$ cat src/rtl/branch_lut_pkg.sv
// -----------------------------------------------------------------------------
// branch_lut_pkg
//   Shared definitions for the branch-target lookup table:
//     N_DEFAULTS       number of keys that carry a valid default target
//     DEFAULT_TARGETS  default jump targets for keys 0..N_DEFAULTS-1
//     state_t          table controller states (ST_INIT walks the table,
//                      ST_IDLE serves lookups and writes)
//     default_target() default data for any table index (0 beyond the list)
//     default_valid()  default valid bit for any table index
// -----------------------------------------------------------------------------
package branch_lut_pkg;

  localparam int unsigned N_DEFAULTS = 18;
  localparam int unsigned DIDX_W     = $clog2(N_DEFAULTS);

  localparam logic [31:0] DEFAULT_TARGETS [N_DEFAULTS] = '{
    32'd32,  32'd33,  32'd34,  32'd35,  32'd60,  32'd64,
    32'd91,  32'd109, 32'd128, 32'd142, 32'd168, 32'd170,
    32'd200, 32'd204, 32'd224, 32'd232, 32'd240, 32'd254
  };

  typedef enum logic {
    ST_INIT,
    ST_IDLE
  } state_t;

  // Callers cast the result to their address width, which zero-extends
  // narrow defaults and keeps only the LSBs of wide ones.
  function automatic logic [31:0] default_target(input int unsigned idx);
    if (idx < N_DEFAULTS) return DEFAULT_TARGETS[idx[DIDX_W-1:0]];
    return '0;
  endfunction

  function automatic logic default_valid(input int unsigned idx);
    return idx < N_DEFAULTS;
  endfunction

endpackage

$ cat src/rtl/branch_lut_mem.sv
// -----------------------------------------------------------------------------
// branch_lut_mem
//   Single-write, single-registered-read table of DEPTH = 2**KEY_W entries,
//   each ADDR_W data bits plus a valid bit. A write and a read to the same key
//   in the same cycle forward the write to the read result.
//
//   Ports:
//     clk, reset_n     clock, asynchronous active-low reset (clears valid bits
//                      and the read result)
//     wr_en            write strobe
//     wr_key           entry index to write
//     wr_data          data to store
//     wr_valid         valid bit to store
//     rd_en            capture a new read result this cycle
//     rd_blank         force the captured result to a miss
//     rd_key           entry index to read
//     rd_addr          registered result: data when valid, else 0
//     rd_hit           registered result: entry valid
// -----------------------------------------------------------------------------
module branch_lut_mem #(
  parameter int KEY_W  = 5,
  parameter int ADDR_W = 8
) (
  input  logic              clk,
  input  logic              reset_n,
  input  logic              wr_en,
  input  logic [KEY_W-1:0]  wr_key,
  input  logic [ADDR_W-1:0] wr_data,
  input  logic              wr_valid,
  input  logic              rd_en,
  input  logic              rd_blank,
  input  logic [KEY_W-1:0]  rd_key,
  output logic [ADDR_W-1:0] rd_addr,
  output logic              rd_hit
);

  localparam int DEPTH = 2 ** KEY_W;

  logic [ADDR_W-1:0] data_q [DEPTH];
  logic [DEPTH-1:0]  valid_q;

  logic              fwd;
  logic              hit_d;
  logic [ADDR_W-1:0] addr_d;

  // NOTE: the data array has no reset so it can map onto RAM/ROM; only the
  // valid bits need a known value, and they alone gate what a lookup returns.
  always_ff @(posedge clk) begin
    if (wr_en) data_q[wr_key] <= wr_data;
  end

  always_ff @(posedge clk or negedge reset_n) begin
    if (!reset_n) begin
      valid_q <= '0;
    end else if (wr_en) begin
      valid_q[wr_key] <= wr_valid;
    end
  end

  // NOTE: every always_comb output gets a default first so no path leaves
  // it unassigned and infers a latch.
  always_comb begin
    fwd    = wr_en && (wr_key == rd_key);
    hit_d  = 1'b0;
    addr_d = '0;
    if (!rd_blank) begin
      if (fwd) begin
        hit_d  = wr_valid;
        addr_d = wr_valid ? wr_data : '0;
      end else if (valid_q[rd_key]) begin
        hit_d  = 1'b1;
        addr_d = data_q[rd_key];
      end
    end
  end

  // NOTE: sequential state uses non-blocking assignments so every flop
  // samples pre-edge values regardless of block ordering.
  always_ff @(posedge clk or negedge reset_n) begin
    if (!reset_n) begin
      rd_addr <= '0;
      rd_hit  <= 1'b0;
    end else if (rd_en) begin
      rd_addr <= addr_d;
      rd_hit  <= hit_d;
    end
  end

endmodule

$ cat src/rtl/branch_lut.sv
// -----------------------------------------------------------------------------
// branch_lut
//   Branch-target lookup table. A KEY_W-bit key maps to an ADDR_W-bit jump
//   target through a one-cycle registered read. After reset, and on init_req,
//   the controller walks every entry (one per cycle) loading the defaults;
//   lookups during that walk complete as misses.
//
//   Build option: define BRANCH_LUT_WRITE_EN to enable run-time writes via
//   the prog_* valid/ready port. Without it prog_ready is tied low and the
//   table only ever holds its defaults.
//
//   Ports:
//     clk            clock
//     reset_n        asynchronous active-low reset
//     lk_valid       lookup request
//     lk_key         lookup key
//     lk_out_valid   result valid, one cycle after lk_valid
//     lk_addr        target address (0 on miss), held between results
//     lk_hit         entry was valid, held between results
//     prog_valid     write request
//     prog_ready     write accepted when prog_valid && prog_ready
//     prog_key       entry to write
//     prog_addr      target to store
//     init_req       one-cycle pulse: reload defaults
//     busy           default reload in progress
// -----------------------------------------------------------------------------
module branch_lut
  import branch_lut_pkg::*;
#(
  parameter int KEY_W  = 5,
  parameter int ADDR_W = 8
) (
  input  logic              clk,
  input  logic              reset_n,
  input  logic              lk_valid,
  input  logic [KEY_W-1:0]  lk_key,
  output logic              lk_out_valid,
  output logic [ADDR_W-1:0] lk_addr,
  output logic              lk_hit,
  input  logic              prog_valid,
  output logic              prog_ready,
  input  logic [KEY_W-1:0]  prog_key,
  input  logic [ADDR_W-1:0] prog_addr,
  input  logic              init_req,
  output logic              busy
);

  localparam int               DEPTH    = 2 ** KEY_W;
  localparam logic [KEY_W-1:0] LAST_IDX = KEY_W'(DEPTH - 1);

  state_t            state;
  logic [KEY_W-1:0]  idx;
  logic              prog_fire;

  logic              wr_en;
  logic [KEY_W-1:0]  wr_key;
  logic [ADDR_W-1:0] wr_data;
  logic              wr_valid;

  // Controller: INIT covers exactly DEPTH cycles (index 0..DEPTH-1); busy is
  // registered alongside the state so it drops on the cycle IDLE is entered.
  always_ff @(posedge clk or negedge reset_n) begin
    if (!reset_n) begin
      state <= ST_INIT;
      idx   <= '0;
      busy  <= 1'b1;
    end else begin
      case (state)
        ST_INIT: begin
          if (idx == LAST_IDX) begin
            state <= ST_IDLE;
            idx   <= '0;
            busy  <= 1'b0;
          end else begin
            idx <= idx + KEY_W'(1);
          end
        end
        ST_IDLE: begin
          if (init_req) begin
            state <= ST_INIT;
            idx   <= '0;
            busy  <= 1'b1;
          end
        end
        default: begin
          state <= ST_INIT;
          idx   <= '0;
          busy  <= 1'b1;
        end
      endcase
    end
  end

`ifdef BRANCH_LUT_WRITE_EN
  // A reload request takes priority: no write is accepted in its cycle.
  assign prog_ready = (state == ST_IDLE) && !init_req;
  assign prog_fire  = prog_valid && prog_ready;
`else
  logic unused_prog;
  assign unused_prog = prog_valid;
  assign prog_ready  = 1'b0;
  assign prog_fire   = 1'b0;
`endif

  // Write port owner: the INIT walk while busy, the prog port otherwise.
  always_comb begin
    wr_en    = prog_fire;
    wr_key   = prog_key;
    wr_data  = prog_addr;
    wr_valid = 1'b1;
    if (state == ST_INIT) begin
      wr_en    = 1'b1;
      wr_key   = idx;
      wr_data  = ADDR_W'(default_target(32'(idx)));
      wr_valid = default_valid(32'(idx));
    end
  end

  always_ff @(posedge clk or negedge reset_n) begin
    if (!reset_n) begin
      lk_out_valid <= 1'b0;
    end else begin
      lk_out_valid <= lk_valid;
    end
  end

  branch_lut_mem #(
    .KEY_W  (KEY_W),
    .ADDR_W (ADDR_W)
  ) u_mem (
    .clk      (clk),
    .reset_n  (reset_n),
    .wr_en    (wr_en),
    .wr_key   (wr_key),
    .wr_data  (wr_data),
    .wr_valid (wr_valid),
    .rd_en    (lk_valid),
    .rd_blank (state == ST_INIT),
    .rd_key   (lk_key),
    .rd_addr  (lk_addr),
    .rd_hit   (lk_hit)
  );

endmodule

$ cat config.mk
export PLATFORM = sky130hd
export DESIGN_NAME = branch_lut
export DESIGN_NICKNAME = d
export VERILOG_FILES = /design/src/rtl/branch_lut_pkg.sv /design/src/rtl/branch_lut_mem.sv /design/src/rtl/branch_lut.sv
export SDC_FILE = /design/constraint.sdc
export NUM_CORES = 1
export LEC_CHECK = 0
export ABC_AREA = 1
export CAP_MARGIN = 20
export CORE_ASPECT_RATIO = 2
export CORE_MARGIN = 2
export CORE_UTILIZATION = 60
export CTS_CLUSTER_DIAMETER = 50
export DETAILED_ROUTE_END_ITERATION = 6
export GPL_ROUTABILITY_DRIVEN = 0
export PLACE_DENSITY = 0.81
export SKIP_LAST_GASP = 1
export SLEW_MARGIN = 10
export SYNTH_ARGS = -nofsm -noshare
export SYNTH_HDL_FRONTEND = slang
export SYNTH_SLANG_ARGS = --single-unit
$ cat constraint.sdc
create_clock -name clk -period 5.7 [get_ports clk]
set_input_delay 0.57 -clock clk [delete_from_list [all_inputs] [get_ports clk]]
set_output_delay 0.57 -clock clk [all_outputs]
set_load 0.03 [all_outputs]
# [Word level (Yosys, flattened, before mapping)]
# Memories as Yosys holds them, arrays and structs flattened.
# Index checks and enable logic that the tools add are counted.
[classes] n_addsub=1 eq_ne=4 n_reduce_logical=3 order_cmp=5 bitwise_logic=2 n_mux=31
[ops] op="$mux W8" count=9
[ops] op="$bwmux W32" count=1
[ops] op="$mux W5" count=3
[ops] op="$mux W1" count=13
[ops] op="$lt A5 B6 Y1 const B" count=2
[ops] op="$pmux W5 S2" count=1
[ops] op="$ge A6 B6 Y1 const B" count=1
[ops] op="$not A5 Y6" count=1
[ops] op="$add A5 B1 Y5 const B" count=1
[ops] op="$bmux W1 S5" count=1
[ops] op="$demux W1 S5" count=1
[ops] op="$eq A5 B5 Y1" count=1
[ops] op="$eq A5 B5 Y1 const B" count=1
[ops] op="$ge A5 B1 Y1 const B" count=1
[ops] op="$lt A5 B5 Y1 const B" count=1
[ops] op="$ne A2 B2 Y1 const B" count=2
[ops] op="$pmux W1 S2" count=2
[ops] op="$logic_and A1 B1 Y1" count=2
[ops] op="$reduce_and A2 Y1" count=1
[ops] op="$not A1 Y1" count=1
[word_totals] rom_bits=1024 inputBits=23 mem_count=2 output_inout_bits=12 ff_bits=49 ramBits=256 wordCells=55
[memory_table] name="(name not given)" words=32 word_bits=32 rd=1 rd_clocked_by_memory_dff=0 wr=0 line_no="branch_lut_pkg.sv:30" rtl="if (idx < N_DEFAULTS) return DEFAULT_TARGETS[idx[DIDX_W-1:0]];"
[memory_table] name="u_mem.data_q" words=32 word_bits=8 rd=1 rd_clocked_by_memory_dff=0 wr=1 line_no="branch_lut_mem.sv:39" rtl="logic [ADDR_W-1:0] data_q [DEPTH];"

# [Logic depth before layout (Yosys ltp)]
# Gate-level depths: netlist (run 1).
[depth] word_depth=10 ltp_mapped=13 mapped_depth_nobuf=11

# [Hierarchy]
# From an unflattened synthesis (run 1), not the netlist that was laid out.
[unflattened] cells_unflattened=1487 hier_area_um2=13938.4
[by_module_without_submodules] module="branch_lut_mem" seq_area_each_um2=8713.4 area_per_inst_um2=13191.4 cells_each=1377 n_inst=1
[by_module_without_submodules] module="branch_lut" seq_area_each_um2=201.4 area_per_inst_um2=747.0 cells_each=110 n_inst=1

# [Worst setup path before layout (run 1)]
# Ideal clock, no wire load.
[synth_path] path_type="register to register" startpoint="register idx[1]" endpoint="memory u_mem.data_q[0][2] (data pin)" synth_period_minus_slack_ns=2.910 slack_ns=2.790 setup_time_ns=0.454 t_arrival_ns=2.456 required_time_ns=5.246 n_path_buf=0 path_stages_with_launch=6 path_cell_list="dfrtp_1 > clkinv_1 > ha_1 > inv_1 > a221oi_1 > o21ai_0"
[synth_between] elab_chain_len=7 word_cells_on_any_way=10 classes_between="order compare (1); mux (7); bitwise (1); memory (1)"
[synth_rtl] element="from (decl)" line_no="branch_lut.sv:52" rtl="logic [KEY_W-1:0] idx;"
[synth_rtl] element="from (signal assigned)" line_no="branch_lut.sv:75" rtl="idx <= idx + KEY_W'(1);"
[synth_rtl] element="$not A5 Y6 (not written as such)" line_no="branch_lut_pkg.sv:30"
[synth_rtl] element="$mem_v2 Z32 W32"
[synth_rtl] element="$mux W8 (not written as such) (2 in series)" line_no="branch_lut_pkg.sv:30"
[synth_rtl] element="$mux W8" line_no="branch_lut_pkg.sv:30"
[synth_rtl] element="$mux W8 *" line_no="branch_lut_pkg.sv:31" rtl="return '0;"
[synth_rtl] element="$mux W8 *" line_no="branch_lut.sv:111" rtl="if (state == ST_INIT) begin"
[synth_rtl] element="net u_mem.wr_data[2]" line_no="branch_lut_mem.sv:28" rtl="input logic [ADDR_W-1:0] wr_data,"
[synth_rtl] element="to (decl)" line_no="branch_lut_mem.sv:39"
# The timed path passes the listed nets; every way through them passes the cells marked *. The select of a mux whose other input is x is not followed.

# [Worst setup path after layout (run 1)]
[layout_path] startpoint="input port lk_key[2]" endpoint="register u_mem.rd_addr[5]"
[layout_between] elab_chain_len=5 word_cells_on_any_way=8 classes_between="eq/ne (1); mux (5); reduce/logical (1); memory (1)"
[layout_rtl] element="from (decl)" line_no="branch_lut.sv:36" rtl="input logic [KEY_W-1:0] lk_key,"
[layout_rtl] element="$bmux W1 S5" line_no="branch_lut_mem.sv:70" rtl="end else if (valid_q[rd_key]) begin"
[layout_rtl] element="$mux W1 (not written as such)" line_no="branch_lut_mem.sv:70"
[layout_rtl] element="$mux W8" line_no="branch_lut_mem.sv:70"
[layout_rtl] element="$mux W8 *" line_no="branch_lut_mem.sv:67" rtl="if (fwd) begin"
[layout_rtl] element="$mux W8 *" line_no="branch_lut_mem.sv:66" rtl="if (!rd_blank) begin"
[layout_rtl] element="to (signal assigned)" line_no="branch_lut_mem.sv:84" rtl="rd_addr <= addr_d;"
[layout_rtl] element="to (decl)" line_no="branch_lut_mem.sv:33" rtl="output logic [ADDR_W-1:0] rd_addr,"
# Every way passes the cells marked *; elsewhere a longest branch is shown, timed or not. The select of a mux whose other input is x is not followed.
# A chain may end at the register's enable or synchronous reset.

==> results of run 1 <==
-- metal layers --
| layer | vias to the layer above | GRT usage | part of all wire |
|---|---|---|---|
| li1 | 4172 | - | - |
| met2 | 402 | 0.487 | 0.54 |
| met4 | 0 | 0.179 | 0.066 |
| met5 | - | 0 | 0 |
| met1 | 4210 | 0.286 | 0.33 |
| met3 | 106 | 0.0264 | 0.057 |
-- per-stage QoR --
step | hold WS [ps] | util | area [sq um] | power (W) | worst slack, ps
6_report | 162 | 0.666 | 14200 | 0.00722 | 2630
3_5_place_dp | 450 | 0.628 | 13400 | 0.00552 | 2100
5_1_grt | 204 | 0.666 | 14200 | 0.00751 | 2500
3_3_place_gp | 448 | 0.628 | 13400 | 0.00541 | 2110
2_1_floorplan | 274 | - | 13000 | 0.00477 | 2790
4_1_cts | 172 | 0.665 | 14200 | 0.00718 | 2650
-- power by group through the flow --
stage               Clock [W]  Combinational (W)  Sequential, W
global placement            0            0.00173        0.00369
finish                0.00170            0.00186        0.00366
floorplan                   0            0.00110        0.00367
CTS                   0.00171            0.00182        0.00366
detailed placement          0            0.00181        0.00371
global route          0.00179            0.00202        0.00370
-- registers in the layout, indices dropped and copies added (netlist names) --
name	count
busy	1
lk_out_valid	1
u_mem.data_q	256
state	1
idx	5
u_mem.valid_q	32
u_mem.rd_addr	8
u_mem.rd_hit	1
-- cells in the final DEF, fill, tap and decap left out, types with 2 or more instances in the layout --
cell type,instances
inv_2,3
ha_1,7
xor2_1,3
nor2_1,112
clkbuf_1,3
clkbuf_8,4
inv_1,34
or2_2,11
nand2_1,422
o21ai_1,5
clkinv_1,5
clkinv_2,6
clkbuf_16,25
dfrtp_1,48
or2_1,9
o22ai_1,3
a21oi_1,5
clkdlybuf4s50_1,28
o21ai_0,23
buf_2,2
nand3_1,203
bufinv_16,2
buf_4,12
edfxtp_1,256
o21ai_2,8
-- kinds of logic (layout without fill, tap and decap cells) --
| logic type | Yosys count | count (layout) |
|---|---|---|
| AND/OR/NAND/NOR | 762 | 762 |
| flip-flops | 305 | 305 |
| buffers and inverters | 107 | 129 |
| AO/OA/AOI/OAI | 51 | 51 |
| adder cells (fa/ha/maj) | 7 | 7 |
| XOR/XNOR | 3 | 3 |
| other | 1 | 1 |
-- critical path, stage by stage --
cell and delay, ps:
clkdlybuf4s50_1 480, buf_4 400, clkinv_1 700, buf_4 480
nand3_1 130, nand2_1 130, nand2_1 110, nand3_1 110
nand2_1 170, nor2_4 70, nand2_1 100, nand2_1 50
-- final cells by class --
class	instances	area (sq um)	area share
Sequential cell	305	8910	0.626
Multi-Input combinational cell	824	3620	0.254
Clock buffer	32	692	0.0486
Timing Repair Buffer	44	415	0.0292
Tap cell	273	342	0.0240
Inverter	41	156	0.0110
Clock inverter	12	114	0.00799
-- worst max path at each step --
stage                              endpoint
4_1_cts        u_mem.rd_addr[5]$_DFFE_PN0P_
5_1_grt        u_mem.rd_addr[5]$_DFFE_PN0P_
2_1_floorplan  u_mem.data_q[0][2]$_DFFE_PP_
3_5_place_dp   u_mem.rd_addr[5]$_DFFE_PN0P_
3_3_place_gp   u_mem.rd_addr[5]$_DFFE_PN0P_
6_report       u_mem.rd_addr[5]$_DFFE_PN0P_
==> impl_metrics.yaml, run 1 <==
worst_setup_path:
  cp.arrival_ps: 3510
  path_class: "in2reg"
  reg2reg_slack_ps: 2760
  crit_required_ps: 6140
  r2r-start: "state$_DFF_PN0_"
  cp_max_fo: 33
  end_kind: "flip-flop"
  critPathLaunch: "lk_key[2]"
  reg2reg_depth: 7
  start_kind: "input pin"
  rr_endpoint: "u_mem.data_q[1][2]$_DFFE_PP_"
synthesis:
  synth_ff_type: "edfxtp_1"
  synth_mux_area_frac: 0
  netlist.area_leader.share: 0.590
  synth_top_family_by_area: "simple AND/OR/NAND/NOR gates"
  yosysMostFrequentCell: "nand2_1"
  syn-instance-count: 1236
  synthSimpleGateAreaFrac: 0.244
  synth_common_cells: "422 x nand2_1, 256 x edfxtp_1, 203 x nand3_1"
  synthArstFlopShare: 0.161
  yosys.area.top_type: "edfxtp_1"
  synth-edff-count: 256
  synth_seq_area_share: 0.684
  synth_area_per_cell_sq_um: 10.5
  yosysUniqueCellTypes: 36
  synth_warnings: 0
  synthXorXnorAreaFrac: 0.00202
  synth-adder-area-share: 0.00672
  synth.ff_latch_count: 305
  syn-cell-area_sq_um: 13000
  synthTopCellsByArea: "edfxtp_1 59%, nand2_1 12%, dfrtp_1 9.2%"
  syn_nets: 1266
  synth-compound-area-share: 0.0223
layout:
  instances_no_fill: 1531
  fill_cells: 1549
  fin_nets: 1270
  drive_gt1_frac: 0.0660
  diodes: 0
  synthToLayoutAreaGrowth_pct: 9.33
clock_network:
  cts_num_sinks: 305
  cts_tree: "built"
  clk_pin_slew_ps: 80
  root_buffer: "clkbuf_16"
  ctsHoldBuffers: 0
  post-cts-setup-buffers: 0
  cts_buffers: 24
  worst_skew_pair.late_latency_ps: 540
  cts-htree-levels: 1
  cts.path.max_buffers: 3
  cts_resized: 0
pwr:
  combinationalPowerShare: 0.258
  ir_drop_v: 0.000913
  internal-power_w: 0.00485
  p_leak_nw: 5.53
  seqPwrFrac: 0.507
  clkPwrFrac: 0.235
  power.density_nw_per_um2: 506
  switching_share: 0.328
  switchingPower_w: 0.00237
timing:
  fmax_mhz: 326
  finalMaxSlewViolations: 0
  hold_viol_final: 0
  fin_skew_ps: 14.1
  finalCritPeriodShare: 0.539
  slew_headroom: 0.313
  setup_viol: 0
  tightestPinTransition_ps: 1030
  setup_tns_ps: 0
  rsz0062_at_grt: "false"
  fin_crit_ps: 3070
die:
  core_area_sq_um: 21400
  fp.dieW_um: 108
  row_count: 76
  num_io_pins: 35
  die_h_um: 212
  start_util: 0.609
  fp.dieArea_sq_um: 23000
outcome:
  outcome: "complete, no violations"
detailed_routing:
  avgViaCountPerCell: 5.81
  wl_um: 29800
  ant_nets: 0
  vias: 8890
  first_iter_violations: 781
  route.detailed.drc: 0
  routedWlPerCell_um: 19.4
  dr.pass1.iters: 5
place:
  place_inst: 1486
  io_buffers: 31
  dp_hpwl_um: 18900
worst_hold_path:
  hold_class: "in2async"
global_routing:
  grt_usage: 0.267
  grt_first_pass_wirelength_um: 45900
  grt_max_degree: 95
  grt_pass1_vias: 8948
  antenna_found_initial: 0
  grt-ovfl-total: 0
job:
  maxCapViolations: 0
No activity file was read; power rests on OpenSTA's default activity.
==> inputs of run 2 (changes only) <==
CORE_UTILIZATION = 56   (was 60)
PLACE_DENSITY = 0.79   (was 0.81)
clock period = 2.7 ns   (was 5.7 ns; I/O delays follow)
==> impl_metrics.yaml, run 2 (same netlist as run 1, synthesis figures left out) <==
outcome:
  outcome: "complete, no violations"
layout:
  drive_gt1_frac: 0.0947
  regMostFlops: "u_mem.data_q"
  diodes: 0
  final_common_cell: "nand2_1"
  final_cell_mix: "422 x nand2_1, 256 x edfxtp_1, 203 x nand3_1, 112 x nor2_1, 53 x buf_4"
  fin_nets: 1320
  synthToLayoutAreaGrowth_pct: 12.8
  top_regs: "u_mem.data_q x256, u_mem.valid_q x32, u_mem.rd_addr x8"
  final_cell_area_sq_um: 14700
  largest_reg_flops: 256
clock_network:
  cts.path.max_buffers: 3
  root_buffer: "clkbuf_16"
  cts_num_sinks: 305
  cts-htree-levels: 1
  cts_buffers: 26
  cts_resized: 0
  cts_tree: "built"
  post-cts-setup-buffers: 0
  clk_pin_slew_ps: 70
  worst_skew_pair.late_latency_ps: 530
worst_hold_path:
  whs_path_depth: 1
  hold_class: "in2reg"
  hold_end: "lk_out_valid$_DFF_PN0_"
  hp-start: "lk_valid"
timing:
  finalMaxSlewViolations: 0
  finalCritPeriodShare: 0.864
  slew_headroom: 0.427
  fmax_mhz: 429
  fin_skew_ps: 13.4
  fin_crit_ps: 2330
  tightestPinTransition_ps: 860
  hold_viol_final: 0
  setup_tns_ps: 0
  rsz0062_at_grt: "false"
  setup_viol: 0
worst_setup_path:
  cp_max_fo: 19
  end_kind: "flip-flop"
  reg2reg_depth: 6
  crit_slowest_cell: "o21ai_2"
  crit_required_ps: 3050
  timing.critical_path.buf_inv: 2
  crit_family: "compound AO/OA/AOI/OAI gates"
  r2r-start: "idx[3]$_DFFE_PN0P_"
  rr_endpoint: "u_mem.data_q[18][7]$_DFFE_PP_"
  cp.arrival_ps: 2680
  path_cells: "inv_1, nand3_1, nand2_1, nand2_1, o21ai_2, buf_4"
  path_common_cell: "nand2_1"
  start_kind: "flip-flop"
  slowest_delay_ps: 700
  path_class: "reg2reg"
  reg2reg_slack_ps: 370
global_routing:
  grt_usage: 0.260
  grt_pass1_vias: 9038
  grt-ovfl-total: 0
  grt_max_degree: 80
  antenna_found_initial: 0
  grt_first_pass_wirelength_um: 49400
detailed_routing:
  route.detailed.drc: 0
  vias: 9387
  dr.pass1.iters: 7
  routedWlPerCell_um: 20.1
  avgViaCountPerCell: 5.90
  first_iter_violations: 1089
  ant_nets: 0
  wl_um: 32100
die:
  die_h_um: 220
  start_util: 0.566
  fp.dieArea_sq_um: 24600
  row_count: 79
  num_io_pins: 35
  fp.dieW_um: 112
  core_area_sq_um: 23000
pwr:
  fin_total_pwr_w: 0.0158
  ir_drop_v: 0.00158
  p_leak_nw: 5.79
  power.density_nw_per_um2: 1080
job:
  maxCapViolations: 0
place:
  dp_hpwl_um: 19000
  placed_cell_area_sq_um: 13900
  io_buffers: 31
-- run 2: cell types whose count changed in the layout (fill, tap and decap cells not counted), sizes merged --
cell / previous run / this run
buf: 16 / 63
clkinvlp: 1 / 3
bufinv: 2 / 1
clkbuf: 32 / 33
clkinv: 11 / 12
dlygate4sd3: 0 / 1
-- run 2: worst max-delay path by stage --
| stage | from | to | cells after the start |
|---|---|---|---|
| global placement | idx[1]$_DFFE_PN0P_ | u_mem.data_q[16][4]$_DFFE_PP_ | 6 |
| floorplan | idx[1]$_DFFE_PN0P_ | u_mem.data_q[0][3]$_DFFE_PP_ | 5 |
| CTS | idx[1]$_DFFE_PN0P_ | u_mem.data_q[29][4]$_DFFE_PP_ | 6 |
| finish | idx[3]$_DFFE_PN0P_ | u_mem.data_q[18][7]$_DFFE_PP_ | 6 |
| global route | idx[3]$_DFFE_PN0P_ | u_mem.data_q[29][7]$_DFFE_PP_ | 6 |
| detailed placement | idx[1]$_DFFE_PN0P_ | u_mem.data_q[19][4]$_DFFE_PP_ | 6 |
-- run 2: what timing repair did --
action                                  CTS  global route
endpoints found under the hold margin    48             0
endpoints found under the setup margin    0             0
hold buffers                              1             0
-- run 2: worst register-to-register path: cells and delay by family (launching register included) --
family | cells | cell delay, ps
DFF | 1 | 470
buffers and inverters | 2 | 620
and+or+nand+nor | 3 | 340
AOI/OAI and AO/OA | 1 | 700
-- run 2: final cells by class --
cell class	instances	area [sq um]
Sequential cell	305	8910
Fill cell	1722	8330
Multi-Input combinational cell	824	3610
Timing Repair Buffer	92	866
Clock buffer	33	698
Tap cell	283	354
Inverter	41	156
Clock inverter	14	97.6
-- run 2: power by group --
| part | switching, W | internal (W) |
|---|---|---|
| sequential | 0.000350 | 0.00731 |
| clock | 0.00164 | 0.00192 |
| combinational | 0.00342 | 0.00116 |
| total | 0.00541 | 0.0104 |
-- run 2: stage by stage --
| stage | setup slack, ps | hold slack, ps | std cells | util |
|---|---|---|---|---|
| after floorplan | -164 | -25.6 | 1236 | - |
| after global placement | 408 | 440 | 1543 | 0.602 |
| after detailed placement | 286 | 453 | 1543 | 0.602 |
| after CTS | 211 | 267 | 1591 | 0.637 |
| after global routing | 246 | 288 | 1592 | 0.638 |
| final | 368 | 282 | 1592 | 0.638 |
-- run 2: layer usage --
metal / global-route usage / wire length (um) / share of wire / vias up
met2: 0.443 / 16000 / 0.50 / 558
met5: 0 / 0 / 0 / -
met4: 0.114 / 1580 / 0.049 / 0
li1: - / - / - / 4272
met1: 0.331 / 11600 / 0.36 / 4441
met3: 0.0385 / 2850 / 0.089 / 116
==> inputs of run 3 (changes only) <==
PLACE_DENSITY = 0.76   (was 0.79)
==> impl_metrics.yaml, run 3 (same netlist as run 1, synthesis figures left out) <==
outcome:
  outcome: "complete, no violations"
clock_network:
  cts.path.max_buffers: 3
  cts_resized: 0
  worst_skew_pair.late_latency_ps: 560
  root_buffer: "clkbuf_16"
  cts_tree: "built"
  cts-htree-levels: 1
  cts_num_sinks: 305
  post-cts-setup-buffers: 0
  cts_buffers: 28
  clk_pin_slew_ps: 70
timing:
  hold_viol_final: 0
  finalCritPeriodShare: 0.861
  setup_viol: 0
  fin_skew_ps: 18.1
  finalMaxSlewViolations: 0
  fin_crit_ps: 2320
  setup_tns_ps: 0
  fmax_mhz: 430
  rsz0062_at_grt: "false"
  whs_ps: 248
  slew_headroom: 0.386
  tightestPinTransition_ps: 921
layout:
  synthToLayoutAreaGrowth_pct: 13.6
  fin_nets: 1325
  final_cell_mix: "422 x nand2_1, 256 x edfxtp_1, 203 x nand3_1, 112 x nor2_1, 58 x buf_4"
  multiInputGateArea_sq_um: 3610
  regMostFlops: "u_mem.data_q"
  instances_no_fill: 1600
  final_cell_area_sq_um: 14800
  final_common_cell: "nand2_1"
  largest_reg_flops: 256
  diodes: 0
  seqCellArea_sq_um: 8910
  top_regs: "u_mem.data_q x256, u_mem.valid_q x32, u_mem.rd_addr x8"
  fill_cells: 1756
  drive_gt1_frac: 0.105
global_routing:
  grt_max_degree: 120
  grt_pass1_vias: 8883
  grt_usage: 0.254
  grt-ovfl-total: 0
  grt_first_pass_wirelength_um: 48600
  antenna_found_initial: 0
detailed_routing:
  wl_um: 30900
  ant_nets: 0
  vias: 9162
  routedWlPerCell_um: 19.3
  dr.pass1.iters: 5
  first_iter_violations: 1156
  route.detailed.drc: 0
  avgViaCountPerCell: 5.73
die:
  num_io_pins: 35
  start_util: 0.566
  core_area_sq_um: 23000
  fp.dieW_um: 112
  row_count: 79
  die_h_um: 220
  fp.dieArea_sq_um: 24600
worst_setup_path:
  cp.arrival_ps: 2680
  reg2reg_slack_ps: 380
  rr_endpoint: "u_mem.data_q[22][7]$_DFFE_PP_"
  end_kind: "flip-flop"
  endpoint: "u_mem.data_q[22][7]$_DFFE_PP_"
  cp_max_fo: 18
  critPathLaunch: "idx[3]$_DFFE_PN0P_"
  path_class: "reg2reg"
  crit_required_ps: 3060
  start_kind: "flip-flop"
  r2r-start: "idx[3]$_DFFE_PN0P_"
  reg2reg_depth: 6
worst_hold_path:
  hold_class: "in2reg"
place:
  dp_hpwl_um: 19100
  io_buffers: 31
  placed_cell_area_sq_um: 13900
  place_inst: 1547
pwr:
  p_leak_nw: 5.85
  ir_drop_v: 0.00157
  fin_total_pwr_w: 0.0160
  power.density_nw_per_um2: 1080
job:
  maxCapViolations: 0
[run 3: stage by stage]
| step | worst slack [ps] | utilization |
|---|---|---|
| 3_5_place_dp | 372 | 0.603 |
| 3_3_place_gp | 421 | 0.603 |
| 5_1_grt | 302 | 0.643 |
| 2_1_floorplan | -164 | - |
| 4_1_cts | 366 | 0.643 |
| 6_report | 376 | 0.643 |
[run 3: critical path, cell delays in order, from the launching register on]
cell     delay (ps)
dfrtp_1         470
inv_1           210
nand3_1         130
nand2_1          70
nand2_1         120
o21ai_2         730
buf_4           380
[run 3: where the power goes]
part / total [W] / internal [W] / switching [W]
clock: 0.00387 / 0.00215 / 0.00172
combinational: 0.00447 / 0.00112 / 0.00335
sequential: 0.00764 / 0.00731 / 0.000327
[run 3: cell type report]
| class | count | area share |
|---|---|---|
| Clock buffer | 37 | 0.0524 |
| Clock inverter | 15 | 0.00871 |
| Inverter | 41 | 0.0106 |
| Multi-Input combinational cell | 824 | 0.244 |
| Sequential cell | 305 | 0.602 |
| Tap cell | 283 | 0.0239 |
| Timing Repair Buffer | 95 | 0.0578 |
[run 3: how the worst min path moves through the flow]
stage | start | end | cells past startpoint
floorplan | reset_n | idx[0]$_DFFE_PN0P_ | 0
global placement | reset_n | u_mem.rd_addr[1]$_DFFE_PN0P_ | 1
detailed placement | reset_n | u_mem.rd_addr[1]$_DFFE_PN0P_ | 1
CTS | lk_valid | lk_out_valid$_DFF_PN0_ | 1
global route | lk_valid | lk_out_valid$_DFF_PN0_ | 1
finish | lk_valid | lk_out_valid$_DFF_PN0_ | 1
[run 3: per-layer routing]
| layer | part of all wire | routed length [um] | track usage | up-vias |
|---|---|---|---|---|
| met5 | 0 | 0 | 0 | - |
| met4 | 0.047 | 1450 | 0.111 | 0 |
| met3 | 0.077 | 2370 | 0.0281 | 80 |
| met2 | 0.49 | 15300 | 0.427 | 431 |
| met1 | 0.38 | 11800 | 0.339 | 4360 |
| li1 | - | - | - | 4291 |
[run 3: what timing repair did]
item / CTS / global route
hold buffers: 1 / 0
hold endpoints to repair: 23 / 0
setup endpoints to repair: 0 / 0
